<file path="src/rtl/qbert_jump_if.sv">
// Q*bert move interface: command handshake, mover coordinates and landing/fall status.
// The controller takes the master modport; the command source and mover share the slave side.
interface qbert_jump_if;
    logic        cmd_valid;
    logic [1:0]  cmd_dir;
    logic        cmd_ready;
    logic [10:0] qbert_x;
    logic [9:0]  qbert_y;
    logic [10:0] x0;
    logic [10:0] x1;
    logic [9:0]  y0;
    logic [9:0]  y1;
    logic        jump;
    logic [2:0]  row;
    logic [2:0]  col;
    logic        landed;
    logic        fell;
    logic        timeout;

    modport master (
        input  cmd_valid, cmd_dir, qbert_x, qbert_y,
        output cmd_ready, x0, x1, y0, y1, jump, row, col, landed, fell, timeout
    );

    modport slave (
        output cmd_valid, cmd_dir, qbert_x, qbert_y,
        input  cmd_ready, x0, x1, y0, y1, jump, row, col, landed, fell, timeout
    );
endinterface

</file>
<file path="src/rtl/qbert_jump_ctrl.sv">
// Q*bert hop controller: turns direction commands into mover start/target coordinates,
// tracks the current cube, and reports landings, forced landings and falls.
module qbert_jump_ctrl #(
    parameter int unsigned ROWS    = 7,
    parameter logic [10:0] X_ORG   = 11'd100,
    parameter logic [9:0]  Y_ORG   = 10'd400,
    parameter logic [10:0] X_STEP  = 11'd60,
    parameter logic [9:0]  Y_HALF  = 10'd50,
    parameter logic [23:0] TIMEOUT = 24'd10_000_000
) (
    input logic          clk,
    input logic          reset,
    qbert_jump_if.master bus
);

    localparam logic [2:0] StIdle = 3'd0;
    localparam logic [2:0] StCalc = 3'd1;
    localparam logic [2:0] StJump = 3'd2;
    localparam logic [2:0] StWait = 3'd3;
    localparam logic [2:0] StLand = 3'd4;
    localparam logic [2:0] StFall = 3'd5;

    localparam logic [3:0] RowsW = 4'(ROWS);

    logic [2:0]  state_q, state_d;
    logic [1:0]  dir_q, dir_d;
    logic [2:0]  row_q, row_d, col_q, col_d;
    logic [2:0]  tr_q, tr_d, tc_q, tc_d;
    logic [10:0] x0_q, x0_d, x1_q, x1_d;
    logic [9:0]  y0_q, y0_d, y1_q, y1_d;
    logic        jump_q, jump_d;
    logic        landed_q, landed_d;
    logic        fell_q, fell_d;
    logic        timeout_q, timeout_d;
    logic        ready_q, ready_d;
    logic [23:0] cnt_q, cnt_d;

    logic [3:0]  tr, tc;
    logic        under;
    logic        tgt_ok;
    logic        arrive;

    function automatic logic [10:0] cube_x(input logic [2:0] r);
        logic [11:0] v;
        v = 12'(X_ORG) + 12'(r) * 12'(X_STEP);
        return v[10:0];
    endfunction

    function automatic logic [9:0] cube_y(input logic [2:0] r, input logic [2:0] c);
        logic [11:0] v;
        v = 12'(Y_ORG) - 12'(r) * 12'(Y_HALF) + 12'(c) * 12'(Y_HALF) * 12'd2;
        return v[9:0];
    endfunction

    // Target cube; under flags a step off the top or left edge before wraparound.
    always_comb begin
        tr    = {1'b0, row_q};
        tc    = {1'b0, col_q};
        under = 1'b0;
        unique case (dir_q)
            2'b00: tr = tr + 4'd1;
            2'b01: begin
                tr = tr + 4'd1;
                tc = tc + 4'd1;
            end
            2'b10: begin
                under = (row_q == 3'd0) || (col_q == 3'd0);
                tr    = tr - 4'd1;
                tc    = tc - 4'd1;
            end
            2'b11: begin
                under = (row_q == 3'd0);
                tr    = tr - 4'd1;
            end
        endcase
        tgt_ok = !under && (tr < RowsW) && (tc <= tr);
    end

    assign arrive = (bus.qbert_x == x1_q) && (bus.qbert_y == y1_q);

    always_comb begin
        state_d   = state_q;
        dir_d     = dir_q;
        row_d     = row_q;
        col_d     = col_q;
        tr_d      = tr_q;
        tc_d      = tc_q;
        x0_d      = x0_q;
        x1_d      = x1_q;
        y0_d      = y0_q;
        y1_d      = y1_q;
        cnt_d     = cnt_q;
        jump_d    = 1'b0;
        landed_d  = 1'b0;
        fell_d    = 1'b0;
        timeout_d = 1'b0;
        case (state_q)
            StIdle: begin
                if (bus.cmd_valid) begin
                    dir_d   = bus.cmd_dir;
                    state_d = StCalc;
                end
            end
            StCalc: begin
                if (tgt_ok) begin
                    x0_d    = cube_x(row_q);
                    y0_d    = cube_y(row_q, col_q);
                    x1_d    = cube_x(tr[2:0]);
                    y1_d    = cube_y(tr[2:0], tc[2:0]);
                    tr_d    = tr[2:0];
                    tc_d    = tc[2:0];
                    jump_d  = 1'b1;
                    state_d = StJump;
                end else begin
                    row_d   = 3'd0;
                    col_d   = 3'd0;
                    x0_d    = X_ORG;
                    x1_d    = X_ORG;
                    y0_d    = Y_ORG;
                    y1_d    = Y_ORG;
                    fell_d  = 1'b1;
                    state_d = StFall;
                end
            end
            StJump: begin
                cnt_d   = 24'd0;
                state_d = StWait;
            end
            StWait: begin
                // Arrival takes priority over an expiring counter.
                if (arrive || (cnt_q == TIMEOUT - 24'd1)) begin
                    row_d     = tr_q;
                    col_d     = tc_q;
                    landed_d  = 1'b1;
                    timeout_d = !arrive;
                    state_d   = StLand;
                end else begin
                    cnt_d = cnt_q + 24'd1;
                end
            end
            StLand:  state_d = StIdle;
            StFall:  state_d = StIdle;
            default: state_d = StIdle;
        endcase
        ready_d = (state_d == StIdle);
    end

    always_ff @(posedge clk or negedge reset) begin
        if (!reset) begin
            state_q   <= StIdle;
            dir_q     <= 2'b00;
            row_q     <= 3'd0;
            col_q     <= 3'd0;
            tr_q      <= 3'd0;
            tc_q      <= 3'd0;
            x0_q      <= X_ORG;
            x1_q      <= X_ORG;
            y0_q      <= Y_ORG;
            y1_q      <= Y_ORG;
            cnt_q     <= 24'd0;
            jump_q    <= 1'b0;
            landed_q  <= 1'b0;
            fell_q    <= 1'b0;
            timeout_q <= 1'b0;
            ready_q   <= 1'b1;
        end else begin
            state_q   <= state_d;
            dir_q     <= dir_d;
            row_q     <= row_d;
            col_q     <= col_d;
            tr_q      <= tr_d;
            tc_q      <= tc_d;
            x0_q      <= x0_d;
            x1_q      <= x1_d;
            y0_q      <= y0_d;
            y1_q      <= y1_d;
            cnt_q     <= cnt_d;
            jump_q    <= jump_d;
            landed_q  <= landed_d;
            fell_q    <= fell_d;
            timeout_q <= timeout_d;
            ready_q   <= ready_d;
        end
    end

    assign bus.cmd_ready = ready_q;
    assign bus.x0        = x0_q;
    assign bus.x1        = x1_q;
    assign bus.y0        = y0_q;
    assign bus.y1        = y1_q;
    assign bus.jump      = jump_q;
    assign bus.row       = row_q;
    assign bus.col       = col_q;
    assign bus.landed    = landed_q;
    assign bus.fell      = fell_q;
    assign bus.timeout   = timeout_q;

endmodule
</file>
<file path="src/flat_wrapper.sv">
// flat-port wrapper written by rule: the top's interface ports become plain ports
module qbert_jump_ctrl_flat 
#(
    parameter int unsigned ROWS    = 7,
    parameter logic [10:0] X_ORG   = 11'd100,
    parameter logic [9:0]  Y_ORG   = 10'd400,
    parameter logic [10:0] X_STEP  = 11'd60,
    parameter logic [9:0]  Y_HALF  = 10'd50,
    parameter logic [23:0] TIMEOUT = 24'd10_000_000
)
  (clk, reset, bus_cmd_valid, bus_cmd_dir, bus_qbert_x, bus_qbert_y, bus_cmd_ready, bus_x0, bus_x1, bus_y0, bus_y1, bus_jump, bus_row, bus_col, bus_landed, bus_fell, bus_timeout);
  qbert_jump_if bus_i ();
  input logic clk;
  input logic reset;
  input wire logic [$bits(bus_i.cmd_valid)-1:0] bus_cmd_valid;
  input wire logic [$bits(bus_i.cmd_dir)-1:0] bus_cmd_dir;
  input wire logic [$bits(bus_i.qbert_x)-1:0] bus_qbert_x;
  input wire logic [$bits(bus_i.qbert_y)-1:0] bus_qbert_y;
  output wire logic [$bits(bus_i.cmd_ready)-1:0] bus_cmd_ready;
  output wire logic [$bits(bus_i.x0)-1:0] bus_x0;
  output wire logic [$bits(bus_i.x1)-1:0] bus_x1;
  output wire logic [$bits(bus_i.y0)-1:0] bus_y0;
  output wire logic [$bits(bus_i.y1)-1:0] bus_y1;
  output wire logic [$bits(bus_i.jump)-1:0] bus_jump;
  output wire logic [$bits(bus_i.row)-1:0] bus_row;
  output wire logic [$bits(bus_i.col)-1:0] bus_col;
  output wire logic [$bits(bus_i.landed)-1:0] bus_landed;
  output wire logic [$bits(bus_i.fell)-1:0] bus_fell;
  output wire logic [$bits(bus_i.timeout)-1:0] bus_timeout;
  assign bus_i.cmd_valid = bus_cmd_valid;
  assign bus_i.cmd_dir = bus_cmd_dir;
  assign bus_i.qbert_x = bus_qbert_x;
  assign bus_i.qbert_y = bus_qbert_y;
  assign bus_cmd_ready = bus_i.cmd_ready;
  assign bus_x0 = bus_i.x0;
  assign bus_x1 = bus_i.x1;
  assign bus_y0 = bus_i.y0;
  assign bus_y1 = bus_i.y1;
  assign bus_jump = bus_i.jump;
  assign bus_row = bus_i.row;
  assign bus_col = bus_i.col;
  assign bus_landed = bus_i.landed;
  assign bus_fell = bus_i.fell;
  assign bus_timeout = bus_i.timeout;
  qbert_jump_ctrl #(.ROWS(ROWS), .X_ORG(X_ORG), .Y_ORG(Y_ORG), .X_STEP(X_STEP), .Y_HALF(Y_HALF), .TIMEOUT(TIMEOUT)) u_core (.clk(clk), .reset(reset), .bus(bus_i));
endmodule
</file>
<file path="config.mk">
export PLATFORM = sky130hd
export DESIGN_NAME = qbert_jump_ctrl_flat
export DESIGN_NICKNAME = d
export VERILOG_FILES = /design/src/rtl/qbert_jump_if.sv /design/src/rtl/qbert_jump_ctrl.sv /design/src/flat_wrapper.sv
export SDC_FILE = /design/constraint.sdc
export NUM_CORES = 1
export LEC_CHECK = 0
export CORE_MARGIN = 4
export CORE_UTILIZATION = 35
export DETAILED_ROUTE_END_ITERATION = 6
export PLACE_DENSITY = 0.65
export SLEW_MARGIN = 0
export SYNTH_ARGS = -nofsm -noshare
export SYNTH_HDL_FRONTEND = slang
export SYNTH_SLANG_ARGS = --single-unit
</file>
<file path="constraint.sdc">
create_clock -name clk -period 5.4 [get_ports clk]
set_clock_uncertainty 0.05 [all_clocks]
set_input_delay 1.35 -clock clk [delete_from_list [all_inputs] [get_ports clk]]
set_output_delay 1.35 -clock clk [all_outputs]
set_load 0.005 [all_outputs]
</file>
==> results.json <==
{
  "cpMostUsedCell": "inv_1",
  "diodes": 0,
  "cts_resized": 0,
  "antenna_found_initial": 0,
  "clk_pin_slew_ns": 0.06,
  "p_switching_mw": 1.44,
  "cp_max_fo": 11,
  "dr.pass1.iters": 4,
  "r2r_start": "u_core.bus.row[1]",
  "dpl.hpwl_um": 10200,
  "root_buffer": "clkbuf_16",
  "rows": 46,
  "slowest_delay_ns": 0.68,
  "reg2reg_depth": 12,
  "grt_usage_pct": 15.7,
  "area_delta_synth_final_pct": 20.9,
  "crit_arrival_ns": 4.40,
  "hold_buffers": 0,
  "drc": 0,
  "synth-edff-count": 0,
  "insertion_delay_ns": 0.35,
  "path_class": "reg -> reg",
  "peakVddDrop_v": 0.000358,
  "maxSlewHeadroom_pct": 30.9,
  "placed_area_sq_um": 6600,
  "first_iter_violations": 261,
  "power_leakage_nw": 3.13,
  "drv_cap": 0,
  "tritoncts": "yes",
  "cp.depth": 12,
  "crit_end": "u_core.tr_q[2]",
  "powerDensity_nw_per_um2": 488,
  "async_reset_ff_share_pct": 100,
  "yosys_most_used_dff": "dfrtp_1",
  "via_per_inst": 5.06,
  "ys_warn_count": 0,
  "start_util_pct": 35.8,
  "ioPinCount": 79,
  "rsz0062_at_grt": "false",
  "htree_levels": 3,
  "crit_buf_inv": 4,
  "fin_nets": 781,
  "status": "finished clean",
  "worstPathCellList": "inv_1 -> fa_1 -> xnor2_1 -> inv_1 -> ha_1 -> and4_1 -> a21oi_1 -> nor4bb_1 -> nand2_1 -> inv_1 -> buf_4 -> mux2_2",
  "wl_per_cell_um": 15.2,
  "cts_setup_buffers": 0,
  "setup.worst_path.start": "u_core.bus.row[1]",
  "power_mw": 3.37,
  "fin_crit_sh_pct": 78.2,
  "slew_viol_final": 0,
  "synth_seq_area_share_pct": 35.4,
  "p_sw_share_pct": 42.9,
  "syn_avg_cell_area_sq_um": 9.32,
  "grt_max_degree": 81,
  "hp-class": "reg -> reg",
  "combPwrFrac_pct": 58.2,
  "gp_congestion": 0.848,
  "tightest_slew_ns": 1.04,
  "r2r_slack_ns": 1.18,
  "internal-power_mw": 1.92,
  "die_h_um": 136,
  "p_clk_share_pct": 17.9,
  "die_w_um": 136,
  "antenna_left": 0,
  "grt_pass1_vias": 4532,
  "cp_top_family": "buffers and inverters",
  "fp.dieArea_sq_um": 18400,
  "timing.final.setup_violations": 0,
  "critPathCaptureType": "flop",
  "fin_area_sq_um": 6900,
  "worst_hold_slack_ns": 0.425,
  "syn_inst": 612,
  "io_buffers": 70,
  "grt_pass1_wl_um": 22900,
  "vias": 4561,
  "grt_overflow": 0,
  "syn-cell-area_sq_um": 5700,
  "fmax_mhz": 237,
  "synth_cell_types": 59,
  "seqPwrFrac_pct": 23.9,
  "drive_gt1_share_pct": 8.16,
  "setup_tns_ns": 0,
  "cts_sinks": 80,
  "cp_data_required_time_ns": 5.58,
  "crit-reg2reg-capture": "u_core.tr_q[2]",
  "period_needed_ns": 4.22,
  "slowest_stage": "xnor2_1",
  "core_sq_um": 15900,
  "wirelength_um": 13700,
  "ys_ff_latch": 80,
  "cts_buffers": 9,
  "cp-start-kind": "flop",
  "clockBufferDepth": 2,
  "finalHoldViolCount": 0
}
## worst reg2reg max path, stage by stage, from the launching register on
cell and delay, ns:
dfrtp_1 0.52, inv_1 0.21, fa_1 0.43, xnor2_1 0.68, inv_1 0.20, ha_1 0.35, and4_1 0.19, a21oi_1 0.04
nor4bb_1 0.36, nand2_1 0.12, inv_1 0.33, buf_4 0.27, mux2_2 0.36
## cell type report
type	count	area, sq um
sequential	80	2020
inverter	43	161
fill	1582	9050
tap	216	270
clock inverter	2	12.5
multi-input combinational	470	3400
clock buffer	14	284
timing repair buffer	77	751
## metal layers
| metal | track usage (%) | share of wire [%] | vias up |
|---|---|---|---|
| li1 | - | - | 2286 |
| met1 | 20.6 | 46 | 2206 |
| met2 | 25.6 | 49 | 58 |
| met3 | 4.01 | 4.3 | 11 |
| met4 | 4.48 | 1.1 | 0 |
| met5 | 0 | 0 | - |
## cell usage in the layout, fill, tap and decap left out, types with 3 or more instances in the layout
| master | instances |
|---|---|
| clkbuf_16 | 9 |
| a31oi_1 | 3 |
| o21ai_1 | 7 |
| buf_4 | 8 |
| inv_1 | 43 |
| xnor2_1 | 21 |
| o41ai_1 | 4 |
| dfrtp_1 | 67 |
| clkbuf_8 | 4 |
| xor2_1 | 35 |
| conb_1 | 8 |
| nor4_1 | 4 |
| ha_1 | 69 |
| o31ai_1 | 9 |
| dfstp_2 | 13 |
| nand4_1 | 5 |
| a21oi_1 | 48 |
| a22o_1 | 3 |
| o21a_1 | 3 |
| a21o_1 | 8 |
| clkdlybuf4s50_1 | 69 |
| nor2b_1 | 7 |
| a211oi_1 | 3 |
| mux2i_1 | 3 |
| or4_1 | 9 |
| fa_1 | 5 |
| or2_2 | 4 |
| o21ai_0 | 36 |
| nor2_1 | 37 |
| nor4bb_1 | 3 |
| o211ai_1 | 4 |
| nor3_1 | 3 |
| or3_1 | 14 |
| nand2_1 | 51 |
| mux2_2 | 7 |
| nand3_1 | 21 |
| nand2b_1 | 4 |
| and2_1 | 4 |
## flip-flops by register name, summed over array words and instances, names as in the netlist, 8 cells and up
register / cells
u_core.bus.y1: 9
u_core.bus.x0: 8
u_core.bus.x1: 8
u_core.cnt_q: 24
u_core.bus.y0: 9
## how the worst min path moves through the flow
| stage | from | end | slack, ns | cells past startpoint |
|---|---|---|---|---|
| 2_1_floorplan | u_core.bus.y0[6] | u_core.bus.y0[6] | 0.41 | 2 |
| 3_3_place_gp | u_core.bus.x0[4] | u_core.bus.x0[4] | 0.41 | 2 |
| 3_5_place_dp | u_core.bus.y0[6] | u_core.bus.y0[6] | 0.42 | 2 |
| 4_1_cts | u_core.bus.y0[6] | u_core.bus.y0[6] | 0.43 | 2 |
| 5_1_grt | u_core.bus.x0[3] | u_core.bus.x0[3] | 0.47 | 2 |
| 6_report | u_core.bus.y0[6] | u_core.bus.y0[6] | 0.42 | 2 |
## stage by stage
stage	std cells	setup WS, ns	utilization, %
2_1_floorplan	619	1.09	-
3_3_place_gp	886	1.28	41.4
3_5_place_dp	886	1.17	41.4
4_1_cts	902	1.17	43.3
5_1_grt	902	0.807	43.3
6_report	902	1.18	43.3
## cell usage after synthesis (all sizes together) (2+ instances only)
library cell,number,area (sq um)
or4,10,78.8
nor3b,2,15.0
o31ai,9,67.6
o211ai,4,30.0
mux2,7,78.8
dfstp,13,342
o311ai,2,17.5
ha,69,863
nand3,21,105
o2111ai,2,23.8
o41ai,4,35.0
and4,2,20.0
dfrtp,67,1680
nand2,51,191
nand2b,4,25.0
nor2,37,139
nor4,5,37.5
nor4bb,3,30.0
or2,4,25.0
or3,14,87.6
a21oi,50,258
a21o,8,60.1
o31a,2,17.5
o21bai,2,15.0
nand4,6,43.8
nor3,4,20.0
and2,4,25.0
a211oi,3,22.5
o21ai,44,224
fa,5,100
xor2,35,307
mux2i,3,30.0
o21a,3,22.5
nor2b,7,43.8
xnor2,21,184
and3,2,12.5
buf,16,119
inv,43,161
clkbuf,10,37.5
a31oi,3,18.8
a22o,3,26.3
## cell families after synthesis
group | Yosys count | share of synthesized area [%]
AOI/OAI and AO/OA | 145 | 15.6
xor gates and xnor gates | 56 | 8.60
adders and majority gates | 74 | 16.9
buffers and inverters | 69 | 5.57
DFF | 80 | 35.4
muxes | 10 | 1.91
other | 1 | 0.0658
and+or+nand+nor | 177 | 15.9
## power by group through the flow
stage / clock network (mW) / logic [mW] / registers [mW]
2_1_floorplan: 0 / 1.46 / 0.787
3_3_place_gp: 0 / 1.92 / 0.816
3_5_place_dp: 0 / 1.95 / 0.816
4_1_cts: 0.619 / 1.97 / 0.807
5_1_grt: 0.645 / 2.23 / 0.824
6_report: 0.603 / 1.96 / 0.806
(Power assumes the default switching activity.)
